$ cat src/rtl/sbox5_serial_decoder.sv
// Serial receiver for framed 5-bit symbols (start 0, 5 data LSB first, stop 1)
// that undoes the 5-bit S-box scrambler, behind the TinyTapeout 8-in/8-out pin wrapper.
module sbox5_serial_decoder #(
    parameter int BIT_CYCLES = 1
) (
    input  logic [7:0] io_in,
    output logic [7:0] io_out
);

    localparam int H  = (BIT_CYCLES - 1) / 2;
    localparam int TW = (BIT_CYCLES > 2) ? $clog2(BIT_CYCLES) : 1;
    localparam logic [TW-1:0] T_BIT  = TW'(BIT_CYCLES - 1);
    localparam logic [TW-1:0] T_HALF = TW'((H > 0) ? (H - 1) : 0);

    typedef enum logic [2:0] {
        ST_IDLE      = 3'd0,
        ST_START     = 3'd1,
        ST_DATA      = 3'd2,
        ST_STOP      = 3'd3,
        ST_WAIT_HIGH = 3'd4
    } state_t;

    logic w_clk;
    logic w_rst_n;
    logic w_sin;
    logic w_bypass;
    logic w_unused;

    assign w_clk    = io_in[0];
    assign w_rst_n  = io_in[1];
    assign w_sin    = io_in[2];
    assign w_bypass = io_in[3];
    assign w_unused = ^io_in[7:4];

    // Inverse S-box G: maps a scrambled symbol y back to the original x.
    function automatic logic [4:0] g_inv(input logic [4:0] y);
        case (y)
            5'd0:    g_inv = 5'd5;
            5'd1:    g_inv = 5'd3;
            5'd2:    g_inv = 5'd10;
            5'd3:    g_inv = 5'd29;
            5'd4:    g_inv = 5'd0;
            5'd5:    g_inv = 5'd24;
            5'd6:    g_inv = 5'd19;
            5'd7:    g_inv = 5'd30;
            5'd8:    g_inv = 5'd28;
            5'd9:    g_inv = 5'd26;
            5'd10:   g_inv = 5'd23;
            5'd11:   g_inv = 5'd4;
            5'd12:   g_inv = 5'd14;
            5'd13:   g_inv = 5'd7;
            5'd14:   g_inv = 5'd25;
            5'd15:   g_inv = 5'd1;
            5'd16:   g_inv = 5'd11;
            5'd17:   g_inv = 5'd13;
            5'd18:   g_inv = 5'd12;
            5'd19:   g_inv = 5'd27;
            5'd20:   g_inv = 5'd18;
            5'd21:   g_inv = 5'd20;
            5'd22:   g_inv = 5'd21;
            5'd23:   g_inv = 5'd6;
            5'd24:   g_inv = 5'd22;
            5'd25:   g_inv = 5'd17;
            5'd26:   g_inv = 5'd16;
            5'd27:   g_inv = 5'd2;
            5'd28:   g_inv = 5'd9;
            5'd29:   g_inv = 5'd31;
            5'd30:   g_inv = 5'd15;
            5'd31:   g_inv = 5'd8;
            default: g_inv = 5'd0;
        endcase
    endfunction

    logic          r_sync1;
    logic          r_sync2;
    state_t        r_state;
    logic [TW-1:0] r_timer;
    logic [2:0]    r_bit;
    logic [4:0]    r_shift;
    logic [4:0]    r_data;
    logic          r_valid;
    logic          r_ferr;
    logic          r_busy;

    state_t        w_state_nx;
    logic [TW-1:0] w_timer_nx;
    logic [2:0]    w_bit_nx;
    logic [4:0]    w_shift_nx;
    logic [4:0]    w_data_nx;
    logic          w_valid_nx;
    logic          w_ferr_nx;
    logic          w_s;
    logic          w_tick;

    assign w_s    = r_sync2;
    assign w_tick = (r_timer == TW'(0));

    // Next-state and output logic for the frame receiver.
    always_comb begin
        w_state_nx = r_state;
        w_timer_nx = r_timer;
        w_bit_nx   = r_bit;
        w_shift_nx = r_shift;
        w_data_nx  = r_data;
        w_valid_nx = 1'b0;
        w_ferr_nx  = r_ferr;
        case (r_state)
            ST_IDLE: begin
                if (!w_s) begin
                    w_bit_nx = 3'd0;
                    // With H == 0 the start-bit re-check falls on the detection edge itself.
                    if (H == 0) begin
                        w_state_nx = ST_DATA;
                        w_timer_nx = T_BIT;
                    end else begin
                        w_state_nx = ST_START;
                        w_timer_nx = T_HALF;
                    end
                end else begin
                    w_state_nx = ST_IDLE;
                end
            end
            ST_START: begin
                if (w_tick) begin
                    if (w_s) begin
                        w_state_nx = ST_IDLE;
                    end else begin
                        w_state_nx = ST_DATA;
                        w_timer_nx = T_BIT;
                        w_bit_nx   = 3'd0;
                    end
                end else begin
                    w_timer_nx = r_timer - TW'(1);
                end
            end
            ST_DATA: begin
                if (w_tick) begin
                    // LSB arrives first, so shifting right leaves bit k at position k.
                    w_shift_nx = {w_s, r_shift[4:1]};
                    w_timer_nx = T_BIT;
                    if (r_bit == 3'd4) begin
                        w_state_nx = ST_STOP;
                    end else begin
                        w_bit_nx = r_bit + 3'd1;
                    end
                end else begin
                    w_timer_nx = r_timer - TW'(1);
                end
            end
            ST_STOP: begin
                if (w_tick) begin
                    if (w_s) begin
                        w_data_nx  = w_bypass ? r_shift : g_inv(r_shift);
                        w_valid_nx = 1'b1;
                        w_ferr_nx  = 1'b0;
                        w_state_nx = ST_IDLE;
                    end else begin
                        w_ferr_nx  = 1'b1;
                        w_state_nx = ST_WAIT_HIGH;
                    end
                end else begin
                    w_timer_nx = r_timer - TW'(1);
                end
            end
            ST_WAIT_HIGH: begin
                if (w_s) begin
                    w_state_nx = ST_IDLE;
                end else begin
                    w_state_nx = ST_WAIT_HIGH;
                end
            end
            default: begin
                w_state_nx = ST_IDLE;
            end
        endcase
    end

    // State, synchroniser and registered output flops.
    always_ff @(posedge w_clk or negedge w_rst_n) begin
        if (!w_rst_n) begin
            r_sync1 <= 1'b1;
            r_sync2 <= 1'b1;
            r_state <= ST_IDLE;
            r_timer <= TW'(0);
            r_bit   <= 3'd0;
            r_shift <= 5'd0;
            r_data  <= 5'd0;
            r_valid <= 1'b0;
            r_ferr  <= 1'b0;
            r_busy  <= 1'b0;
        end else begin
            r_sync1 <= w_sin;
            r_sync2 <= r_sync1;
            r_state <= w_state_nx;
            r_timer <= w_timer_nx;
            r_bit   <= w_bit_nx;
            r_shift <= w_shift_nx;
            r_data  <= w_data_nx;
            r_valid <= w_valid_nx;
            r_ferr  <= w_ferr_nx;
            r_busy  <= (w_state_nx != ST_IDLE);
        end
    end

    assign io_out = {r_busy, r_ferr, r_valid, r_data};

endmodule

$ cat config.mk
export PLATFORM = sky130hd
export DESIGN_NAME = sbox5_serial_decoder
export DESIGN_NICKNAME = d
export VERILOG_FILES = /design/src/rtl/sbox5_serial_decoder.sv
export SDC_FILE = /design/constraint.sdc
export NUM_CORES = 1
export LEC_CHECK = 0
export ABC_AREA = 1
export CAP_MARGIN = 20
export CELL_PAD_IN_SITES_DETAIL_PLACEMENT = 0
export CELL_PAD_IN_SITES_GLOBAL_PLACEMENT = 2
export CORE_AREA = 5 5 75 63
export CTS_BUF_LIST = sky130_fd_sc_hd__clkbuf_8
export CTS_CLUSTER_DIAMETER = 50
export CTS_CLUSTER_SIZE = 14
export DETAILED_ROUTE_END_ITERATION = 16
export DIE_AREA = 0 0 80 68
export PLACE_DENSITY_LB_ADDON = 0.12
export SYNTH_ARGS = -nofsm -noshare
export SYNTH_HDL_FRONTEND = slang
export SYNTH_SLANG_ARGS = --single-unit
export TNS_END_PERCENT = 10
$ cat constraint.sdc
create_clock -name io_in -period 1.9 [get_ports io_in]
set_clock_uncertainty 0.15 [all_clocks]
set_input_delay 0.38 -clock io_in [delete_from_list [all_inputs] [get_ports io_in]]
set_output_delay 0.38 -clock io_in [all_outputs]
set_load 0.01 [all_outputs]
## Word level (Yosys, flattened, before mapping)

Memories as Yosys holds them, arrays and structs flattened.
Cells that the tools add are included.
Widths: inputs -> output; s select.

| cells by class | value |
|---|---|
| $lt $le $gt $ge | 0 |
| div/mod/pow operators | 0 |
| multiplexer cells | 20 |
| $add $sub $neg | 2 |
| reduce and logical (&&, ||, !) cells | 10 |
| equal/unequal tests | 9 |
| shifts and indexed selects | 0 |
| bitwise logic cells | 1 |
| multiply operators | 0 |

Operators with widths:

| kind | number |
|---|---|
| $mux 3 | 9 |
| $pmux 3 s5 | 1 |
| $pmux 3 s3 | 1 |
| $ne 2x2->1 const B | 4 |
| $eq 3x2->1 const B | 2 |
| $eq 3x3->1 const B | 2 |
| $mux 1 | 6 |
| $reduce_and 2->1 | 3 |
| $reduce_bool 3->1 | 2 |
| $mux 5 | 1 |
| $reduce_and 4->1 | 1 |
| $add 3x1->3 const B | 1 |
| $eq 3x1->1 const B | 1 |
| $logic_not 3->1 | 1 |
| $reduce_and 3->1 | 1 |
| $reduce_or 3->1 | 1 |
| $mux 2 | 1 |
| $pmux 1 s2 | 1 |
| $reduce_bool 2->1 | 1 |
| $not 1->1 | 1 |
| $sub 1x1->1 const B | 1 |

| word-level totals | value |
|---|---|
| memories | 1 |
| word-level logic and storage cells | 53 |
| register bits after elaboration | 22 |
| latch bits | 0 |
| bits in read-only memories | 160 |
| bits in writable memories | 0 |

Memories:

| name | words | bits a word | read ports | clocked after Yosys merged registers in | wr ports | RTL line | source |
|---|---|---|---|---|---|---|---|
| (no name shown) | 32 | 5 | 1 | 0 | 0 | 37 | `case (y)` |

## Depth between registers and ports, before layout

Gate-level depths: netlist (run 1).

| depth | value |
|---|---|
| word-level depth | 5 |
| depth in mapped cells | 10 |
| depth with buffers taken out | 10 |

## Least setup slack after synthesis (run 1)

OpenSTA, ideal clock, no wires.

| timing | value |
|---|---|
| kind | register to register |
| start | register r_shift[1] |
| end | register r_data[2] |
| stages on the path, launching flop included | 11 |
| data required time | 1637 ps |
| library setup time | 113 ps |
| path slack | 285 ps |
| arrival | 1353 ps |
| path through | dfrtp_1 inv_1 ha_1 inv_1 nand2_1 nand3_1 nand2_1 nand2_1 nand3_1 nand2_1 inv_1 |

| between the ends | value |
|---|---|
| word-level cells in the longest chain between the ends | 2 |

Ends and longest elaborated chain:

| element | RTL line | source |
|---|---|---|
| start, declared | 79 | `logic [4:0] r_shift;` |
| start signal, assigned | 197 | `r_shift <= w_shift_nx;` |
| $mem_v2 32x5 | -- |  |
| $mux 5 | 153 | `w_data_nx = w_bypass ? r_shift : g_inv(r_shift);` |
| end signal, assigned | 198 | `r_data <= w_data_nx;` |
| end, declared | 80 | `logic [4:0] r_data;` |

No other way between the ends.
A chain may end at the register's enable or synchronous reset.

==> impl_results.md, run 1 <==
- Pwr per Cell Area: about 1400 nW/um^2
- Failing checks: negative hold slack
- Slew at the pin closest to its max-slew limit: 0.4066 ns
- Unrepaired setup endpoints after global routing: no
- Effective utilization at floorplan: 0.3102
- Critical Path Source: io_in[3]
- Register clock-pin slew on the reported worst setup and hold paths: roughly 0.08 ns
- Horizontal die dimension: roughly 80 um
- FF-to-FF Start: r_shift[0]
- GR Util All Layers: 0.1481
- Number of nets with antenna violations after detailed routing: 0
- Ratio of cells with drive above 1 in the final layout: 0.1949
- Worst setup EP type: register
- Routability congestion estimate from global placement: 0.7759
- Clock network power share: 0.803
- Layout overhead on the synthesized area: 39.09%
- Layout net count: 208
- Final hold vios: 22
- Critical path required time: 1.94 ns
- Critical Path, Cell by Cell: clkbuf_8 > clkbuf_8 > nor2_4 > buf_8 > clkbuf_8 > o21ai_1 > nor2_1 > nor2_1 > a21boi_1
- Ranking of synthesized cells by area: dfrtp_1 38%, nand2_1 14%, nand3_1 9.3%
- Count of standard-cell rows: 21
- Top-area cell type share of the netlist area: 0.3838
- Antenna violations before repair: 0
- Max Cap Violations: 0
- Synthesized flop and latch total: 21
- Post-route standard cell area excluding fillers: 1723 um^2
- Internal power: 1.561 mW
- First-pass GRT wire length: around 5500 um
- WS Path Type: clk2reg
- Status: finished with violations
- DRC violations left: 0
- Seq pwr share: 0.197
- Synth warn: 0
- Proportion of power drawn by combinational gates: 0
- Mean cell area of the mapped netlist: 7.790 um^2
- Worst Hold Margin: -0.4818 ns
- Antenna diode instance count: 0
- Clock latency at the later pin of the worst-skew pair: 0.26 ns
- Post-DP HPWL: about 2000 um
- Number of vias per cell after detailed routing: 4.667
- Top cell type by total area after synthesis: dfrtp_1
- Full die area: 5440 um^2
- Count of hold-fix buffers inserted at cts: 0
- Critical path launch point type: clock port
- Leading cell types in the layout, fill and taps excluded: 47 x nand2_1, 23 x nand3_1, 21 x inv_1
- Worst Hold Class: clk2async
- Switching part of the total: 0.3351
- Commonest non-fill, non-tap cell in the layout: nand2_1
- Top cell by count, worst path: clkbuf_8
- Worst supply voltage drop on vdd: 0.0005054 V
- Slew Limit Headroom: 0.7289
- Arrival time reported for the critical path endpoint: 1.85 ns
- Post-synthesis cell area: between 1000 and 1500 um^2
- Drt first-iter violations: 85
- Synthesized instance count: about 160
- Number of iterations in the first detailed-routing pass: 4
- Largest driver fanout on the critical path: 2
- Number of global-route vias before repair: 1443
- Number of max-slew violations in the final report: 0
- Top-level I/O count: 16
- Routed wirelength normalized by instance count: roughly 12 um
- DP Area: 1383 um^2
- Final-report setup violation count: 0
- Critical Path Max Stage Delay: 0.14 ns
- CTS tree: yes
- Fin Setup TNS: 0 ns
- Port Buffer Count: 8
- Drt total wl: a little over 3000 um
- Post-synthesis sequential area ratio: 0.4263
- Switching pwr: 0.7867 mW
- Static Leakage: around 0.73 nW
- Placeable core area: 3994 um^2
- Chip height: 68 um
- Total number of vias: about 1200
- Largest net degree at the start of global routing: 14
- GRT Residual Overflow: 0
- Total nets after synthesis: 176
- Cell type of the slowest stage on the worst timing path: a21boi_1
- Synth unique cells: 21
==> synthesized netlist by cell type (all sizes together) <==
cell type / number
o21ai: 11
nor3: 1
a21boi: 1
nor2: 10
nand3: 23
ha: 9
nand2: 47
buf: 6
inv: 16
xor2: 1
or2: 4
nand4: 2
dfstp: 2
a21oi: 7
dfrtp: 19
==> sequential cells by signal, summed over array words and instances (netlist names) <==
signal and count:
r_shift 5, r_data 5, r_busy 1, r_sync1 1
r_valid 1, r_ferr 1, r_bit 3, r_state 3
r_sync2 1
==> what timing repair did <==
item	in CTS	in global routing
setup endpoints to repair	1	1
buffers inserted	0	1
gates resized for setup	2	3
pin swaps	0	4
==> worst paths after layout <==
path	slack (ns)	endpoint	cells after the start
max in group asynchronous	1.87	r_sync1	2
hold reg to reg	0.21	r_sync2	0
setup reg to reg	0.22	r_data[2]	10
hold / removal	-0.48	r_ferr	2
min in group io_in	-0.39	r_sync1	0
setup / recovery	0.1	r_data[1]	9
==> critical path: cells and delay by family <==
| family | cells | cell delay [ns] |
|---|---|---|
| AO/OA/AOI/OAI | 2 | 0.19 |
| buffers and inverters | 4 | 0.45 |
| AND/OR/NAND/NOR | 3 | 0.24 |
==> cells by family (layout without fill, tap and decap cells) <==
family / after synthesis / count (layout) / synth area share
adder cells (fa/ha/maj): 9 / 9 / 0.09091
buffers and inverters: 22 / 58 / 0.07878
XOR/XNOR: 1 / 1 / 0.007072
AND/OR/NAND/NOR: 87 / 87 / 0.3152
AO/OA/AOI/OAI: 19 / 19 / 0.08181
flip-flops: 21 / 21 / 0.4263
==> final cells by class <==
cell class	count	area [um^2]
Clock buffer	21	284.0
Clock inverter	11	56.30
Fill cell	407	2271
Inverter	14	52.55
Multi-Input combinational cell	116	620.6
Sequential cell	21	528.0
Tap cell	57	71.32
Timing Repair Buffer	12	110.1
==> power groups by stage <==
stage          clock [mW]  combinational [mW]  sequential (mW)
6_report             1.89         0.000000206            0.462
5_1_grt              2.09         0.000000206            0.462
4_1_cts              1.93         0.000000206            0.462
3_5_place_dp        0.190         0.000000206            0.474
3_3_place_gp        0.190         0.000000206            0.474
2_1_floorplan       0.190         0.000000191            0.474
==> through the flow <==
| stage | instances | setup slack (ns) | total power [mW] | hold WS (ns) | utilization |
|---|---|---|---|---|---|
| final | 252 | 0.09687 | 2.348 | -0.4818 | 0.4314 |
| after global routing | 252 | 0.02296 | 2.556 | -0.4850 | 0.4314 |
| after CTS | 251 | 0.009428 | 2.388 | -0.4787 | 0.4279 |
| after detailed placement | 222 | 0.2635 | 0.6644 | -0.4456 | 0.3462 |
| after global placement | 222 | 0.2621 | 0.6644 | -0.4456 | 0.3462 |
| after floorplan | 159 | 0.2727 | 0.6644 | -0.4456 | - |
==> layer usage <==
metal  up-vias  GRT usage  share of wire  routed length, um
li1        578          -              -                  -
met1       532     0.1312           0.45               1391
met2        52     0.1415           0.42               1287
met3        14     0.1513          0.099                308
met4         0     0.2321          0.035                108
met5         -          0              0                  0
Note: power is estimated with default switching activity, not from simulation.
==> inputs of run 2 (changes only) <==
CORE_AREA = 2 2 72 60   (was 5 5 75 63)
DIE_AREA = 0 0 74 62   (was 0 0 80 68)
==> run 2 against run 1 <==
Effect of this change:
- the flow still finishes with violations (negative hold slack)
- sequential share of layout area increased by 0.21 points
- clock power shrank 3%
- setup slack worse by 0.018 ns
- total power down 2.2%
- final cell count down 0.40%
==> impl_results.md, run 2 (synthesis results as in run 1) <==
- DP Area: 1383 um^2
- Critical path launch point type: clock port
- Unrepaired setup endpoints after global routing: no
- Filler cell count: a little under 400
- GRT Residual Overflow: 0
- Status: finished with violations
- Buf+Inv Stages, Crit Path: 4
- Count of placed standard cells including taps: 222
- Number of vias per cell after detailed routing: about 4.4
- Final-report setup violation count: 0
- Register clock-pin slew on the reported worst setup and hold paths: 0.08 ns
- Slew Limit Headroom: 0.7261
- Total power: about 2.3 mW
- Arrival time reported for the critical path endpoint: about 1.9 ns
- CTS tree: yes
- Number of iterations in the first detailed-routing pass: 4
- Layout net count: 207
- Final hold vios: 22
- Worst Hold Class: clk2async
- Full die area: 4588 um^2
- Drt first-iter violations: 103
- GR Util All Layers: 0.1745
- Number of standard cells in the layout, taps in and fillers out: 251
- Minimum setup slack after placement: 0.2511 ns
- Post-route standard cell area excluding fillers: between 1500 and 2000 um^2
- Count of standard-cell rows: 21
- Horizontal die dimension: 74 um
- Top-level I/O count: 16
- Antenna violations before repair: 0
- Routability congestion estimate from global placement: 0.7583
- Critical Path Max Stage Delay: 0.14 ns
- Fin Setup TNS: 0 ns
- First-pass GRT wire length: 5209 um
- Leading cell types in the layout, fill and taps excluded: 47 x nand2_1, 23 x nand3_1, 21 x inv_1
- Worst setup EP type: register
- Total number of vias: around 1100
- Top cell by count, worst path: clkbuf_8
- Commonest non-fill, non-tap cell in the layout: nand2_1
- Chip height: 62 um
- Pwr per Cell Area: 1339 nW/um^2
- Slew at the pin closest to its max-slew limit: 0.4108 ns
- Total area of multi-input combinational cells: 620.6 um^2
- Critical Path, Cell by Cell: clkbuf_8 > clkbuf_8 > nor2_4 > clkbuf_8 > clkbuf_8 > o21ai_1 > nor2_1 > nor2_1 > a21boi_1
- Placeable core area: 3968 um^2
- Number of nets with antenna violations after detailed routing: 0
- Drt total wl: roughly 3000 um
- Port Buffer Count: 8
- Post-DP HPWL: roughly 1900 um
- Largest driver fanout on the critical path: 2
- Footprint of the flip-flops and latches: 529.3 um^2
- Cell type of the slowest stage on the worst timing path: a21boi_1
- Critical path required time: about 1.9 ns
- Setup Buffers After CTS: 0
- Ratio of cells with drive above 1 in the final layout: 0.1959
- Worst-case setup margin in the final layout: ~0.079 ns
- Clock latency at the later pin of the worst-skew pair: 0.26 ns
- Static Leakage: between 0.7 and 0.8 nW
- Biggest registers after layout: r_data: 5 flops, r_shift: 5 flops
- Layout overhead on the synthesized area: 38.49%
- Failing checks: negative hold slack
- Largest net degree at the start of global routing: 14
- Effective utilization at floorplan: 0.3122
- Core utilization of the finished layout: 0.4324
- Routed wirelength normalized by instance count: 12.04 um
- DRC violations left: 0
- Worst supply voltage drop on vdd: 0.0006521 V
- Worst Hold Margin: -0.4798 ns
- Number of max-slew violations in the final report: 0
- Largest delay share family, worst path: buffers and inverters
- WS Path Type: clk2reg
- Antenna diode instance count: 0
- Max Cap Violations: 0
- Number of global-route vias before repair: about 1400
## run 2: changes by cell type in the layout (fill, tap and decap cells not counted), sizes merged
cell,delta
buf,-2
clkbuf,+1
## run 2: power breakdown
part	total, mW	leakage (nW)	switching (mW)	internal [mW]
Sequential	0.462	0.287	0	0.462
Combinational	0.000000206	0.206	0	0
Clock	1.83	0.228	0.762	1.07
## run 2: what timing repair did
item	4_1_cts	5_1_grt
endpoints found under the hold margin	0	0
hold buffers	0	0
setup endpoints to repair	1	3
pin swaps	0	2
resized for setup	2	3
## run 2: path summary, 6_finish.rpt
path,start,end,slack [ns],cells past startpoint
worst max-delay path,io_in[3],r_data[1],0.08,9
worst min-delay path,io_in[1],r_bit[2],-0.48,2
worst max register to register,r_shift[1],r_data[2],0.20,10
worst min register to register,r_sync1,r_sync2,0.21,0
max in group asynchronous,io_in[1],r_sync2,1.86,2
min in group io_in,io_in[2],r_sync1,-0.38,0
## run 2: per-layer routing
| layer | part of all wire | global-route usage | vias up |
|---|---|---|---|
| met1 | 0.49 | 0.1545 | 487 |
| li1 | - | - | 575 |
| met5 | 0 | 0 | - |
| met4 | 0.029 | 0.2494 | 0 |
| met2 | 0.39 | 0.1786 | 40 |
| met3 | 0.086 | 0.1806 | 13 |
## run 2: cell type report
cell class / count / area share
clock inverter: 11 / 0.03282
clock buffer: 20 / 0.1605
inverter: 14 / 0.03063
tap: 57 / 0.04158
timing repair buffer: 12 / 0.06419
sequential: 21 / 0.3085
multi-input combinational: 116 / 0.3618
==> inputs of run 3 (changes only) <==
RECOVER_POWER = 100   (was default)
SLEW_MARGIN = 20   (was default)
==> run 3 against run 2 <==
Effect of this change:
- the flow still finishes with violations (negative hold slack)
- total power is 10% lower
- global-route usage stayed put
- first-iteration DRC count stayed put
- hold slack better by 0.098 ns
- sequential power hardly changed
- critical path depth stayed put
- setup slack worse by 0.0033 ns
- design area is 4.7% lower
- critical path type unchanged
==> impl_results.md, run 3 (synthesis results as in run 1) <==
- Final hold vios: 20
- Status: finished with violations
- Routability congestion estimate from global placement: approximately 0.76
- Number of vias per cell after detailed routing: 4.502
- Register clock-pin slew on the reported worst setup and hold paths: 0.08 ns
- First-pass GRT wire length: 5209 um
- Critical path required time: 1.94 ns
- Critical Path, Cell by Cell: clkbuf_8 > buf_2 > nor2_4 > clkbuf_8 > clkbuf_8 > o21ai_1 > nor2_1 > nor2_1 > a21boi_1
- Biggest registers after layout: r_data: 5 flops, r_shift: 5 flops
- Slew at the pin closest to its max-slew limit: a little over 0.6 ns
- Layout overhead on the synthesized area: 31.92%
- Largest delay share family, worst path: buffers and inverters
- GRT Residual Overflow: 0
- Worst setup EP type: register
- Max Cap Violations: 0
- CTS tree: yes
- Buf+Inv Stages, Crit Path: 4
- Largest driver fanout on the critical path: 2
- Top-level I/O count: 16
- Layout net count: 207
- Worst Hold Margin: -0.3820 ns
- Full die area: 4588 um^2
- Total power: 2.058 mW
- DP Area: 1383 um^2
- Antenna diode instance count: 0
- Slew Limit Headroom: 0.5919
- Worst Hold Class: clk2reg
- Ratio of cells with drive above 1 in the final layout: 0.1495
- Post-DP HPWL: ~1900 um
- Arrival time reported for the critical path endpoint: between 1.5 and 2 ns
- Placeable core area: 3968 um^2
- Routed wirelength normalized by instance count: about 12 um
- Count of standard-cell rows: 21
- Antenna violations before repair: 0
- Total number of vias: between 1000 and 1500
- Post-route standard cell area excluding fillers: 1634 um^2
- Setup Buffers After CTS: 0
- Commonest non-fill, non-tap cell in the layout: nand2_1
- Number of global-route vias before repair: 1406
- Drt total wl: between 3000 and 4000 um
- Pwr per Cell Area: 1260 nW/um^2
- Number of iterations in the first detailed-routing pass: 4
- Port Buffer Count: 8
- DRC violations left: 0
- Drt first-iter violations: between 100 and 150
- Number of max-slew violations in the final report: 0
- Static Leakage: approximately 0.70 nW
- Critical path launch point type: clock port
- Cell type of the slowest stage on the worst timing path: a21boi_1
- Leading cell types in the layout, fill and taps excluded: 47 x nand2_1, 23 x nand3_1, 21 x inv_1
- Top cell by count, worst path: clkbuf_8
- Chip height: between 60 and 70 um
- Final-report setup violation count: 0
- Number of nets with antenna violations after detailed routing: 0
- Effective utilization at floorplan: 0.3122
- Worst supply voltage drop on vdd: 0.0005449 V
- Horizontal die dimension: 74 um
- Largest net degree at the start of global routing: 14
- Critical Path Max Stage Delay: 0.14 ns
- Clock latency at the later pin of the worst-skew pair: approximately 0.26 ns
- Count of hold-fix buffers inserted at cts: 0
- GR Util All Layers: 0.1745
- Failing checks: negative hold slack
- WS Path Type: clk2reg
## run 3: cell types whose count changed in the layout (fill, tap and decap cells not counted), moves of 6 or more
cell / before / now
clkbuf_1: 0 / 6
clkbuf_8: 20 / 14
dlygate4sd3_1: 0 / 8
clkdlybuf4s50_1: 8 / 0
## run 3: per-layer routing
layer / up-vias / track usage / routed length (um) / part of all wire
li1: 579 / - / - / -
met1: 497 / 0.1545 / 1465 / 0.48
met2: 41 / 0.1786 / 1209 / 0.40
met3: 13 / 0.1806 / 266 / 0.088
met4: 0 / 0.2494 / 84 / 0.028
met5: - / 0 / 0 / 0
## run 3: metrics by stage
stage                     hold slack [ns]  utilization  instances  setup WS (ns)    TNS [ns]
final                             -0.3820       0.4119        251        0.07530           0
after global routing              -0.4039       0.4119        251     -0.0006279  -0.0006279
after global placement            -0.4456       0.3485        222         0.2623           0
after floorplan                   -0.4456            -        159         0.2727           0
after detailed placement          -0.4456       0.3485        222         0.2511           0
after CTS                         -0.4810       0.4308        251        0.02317           0
## run 3: cell type report
| cell class | count | area (um^2) |
|---|---|---|
| Fill cell | 405 | 2333 |
| Multi-Input combinational cell | 116 | 601.8 |
| Sequential cell | 21 | 529.3 |
| Clock buffer | 20 | 216.5 |
| Timing Repair Buffer | 12 | 106.4 |
| Tap cell | 57 | 71.32 |
| Clock inverter | 11 | 56.30 |
| Inverter | 14 | 52.55 |
## run 3: worst register-to-register path: stages (launching register included)
cell and delay [ns]:
dfrtp_1 0.38, inv_1 0.20, ha_1 0.29, inv_1 0.09, nand2_1 0.10, nand3_1 0.09, nand2_1 0.06, nand2_1 0.06
nand3_1 0.08, nand2_1 0.07, inv_1 0.04
## run 3: worst paths after layout
kind	startpoint	endpoint	slack, ns	depth (start not counted)
max	io_in[3]	r_data[1]	0.08	9
min	io_in[2]	r_sync1	-0.38	0
max reg2reg	r_shift[1]	r_data[2]	0.20	10
min reg2reg	r_sync1	r_sync2	0.21	0
max in group asynchronous	io_in[1]	r_shift[0]	1.46	2
min in group asynchronous	io_in[1]	r_bit[2]	-0.29	2
## run 3: repair_timing
item                       CTS  global route
pin swaps                    0             2
setup endpoints to repair    1             3
resized for setup            2             3
## run 3: where the power goes
part | internal (mW) | switching (mW) | leakage [nW] | total, mW
combinational | 0 | 0 | 0.222 | 0.000000222
sequential | 0.462 | 0 | 0.287 | 0.462
clock | 0.847 | 0.749 | 0.195 | 1.60
total | 1.31 | 0.749 | 0.704 | 2.06
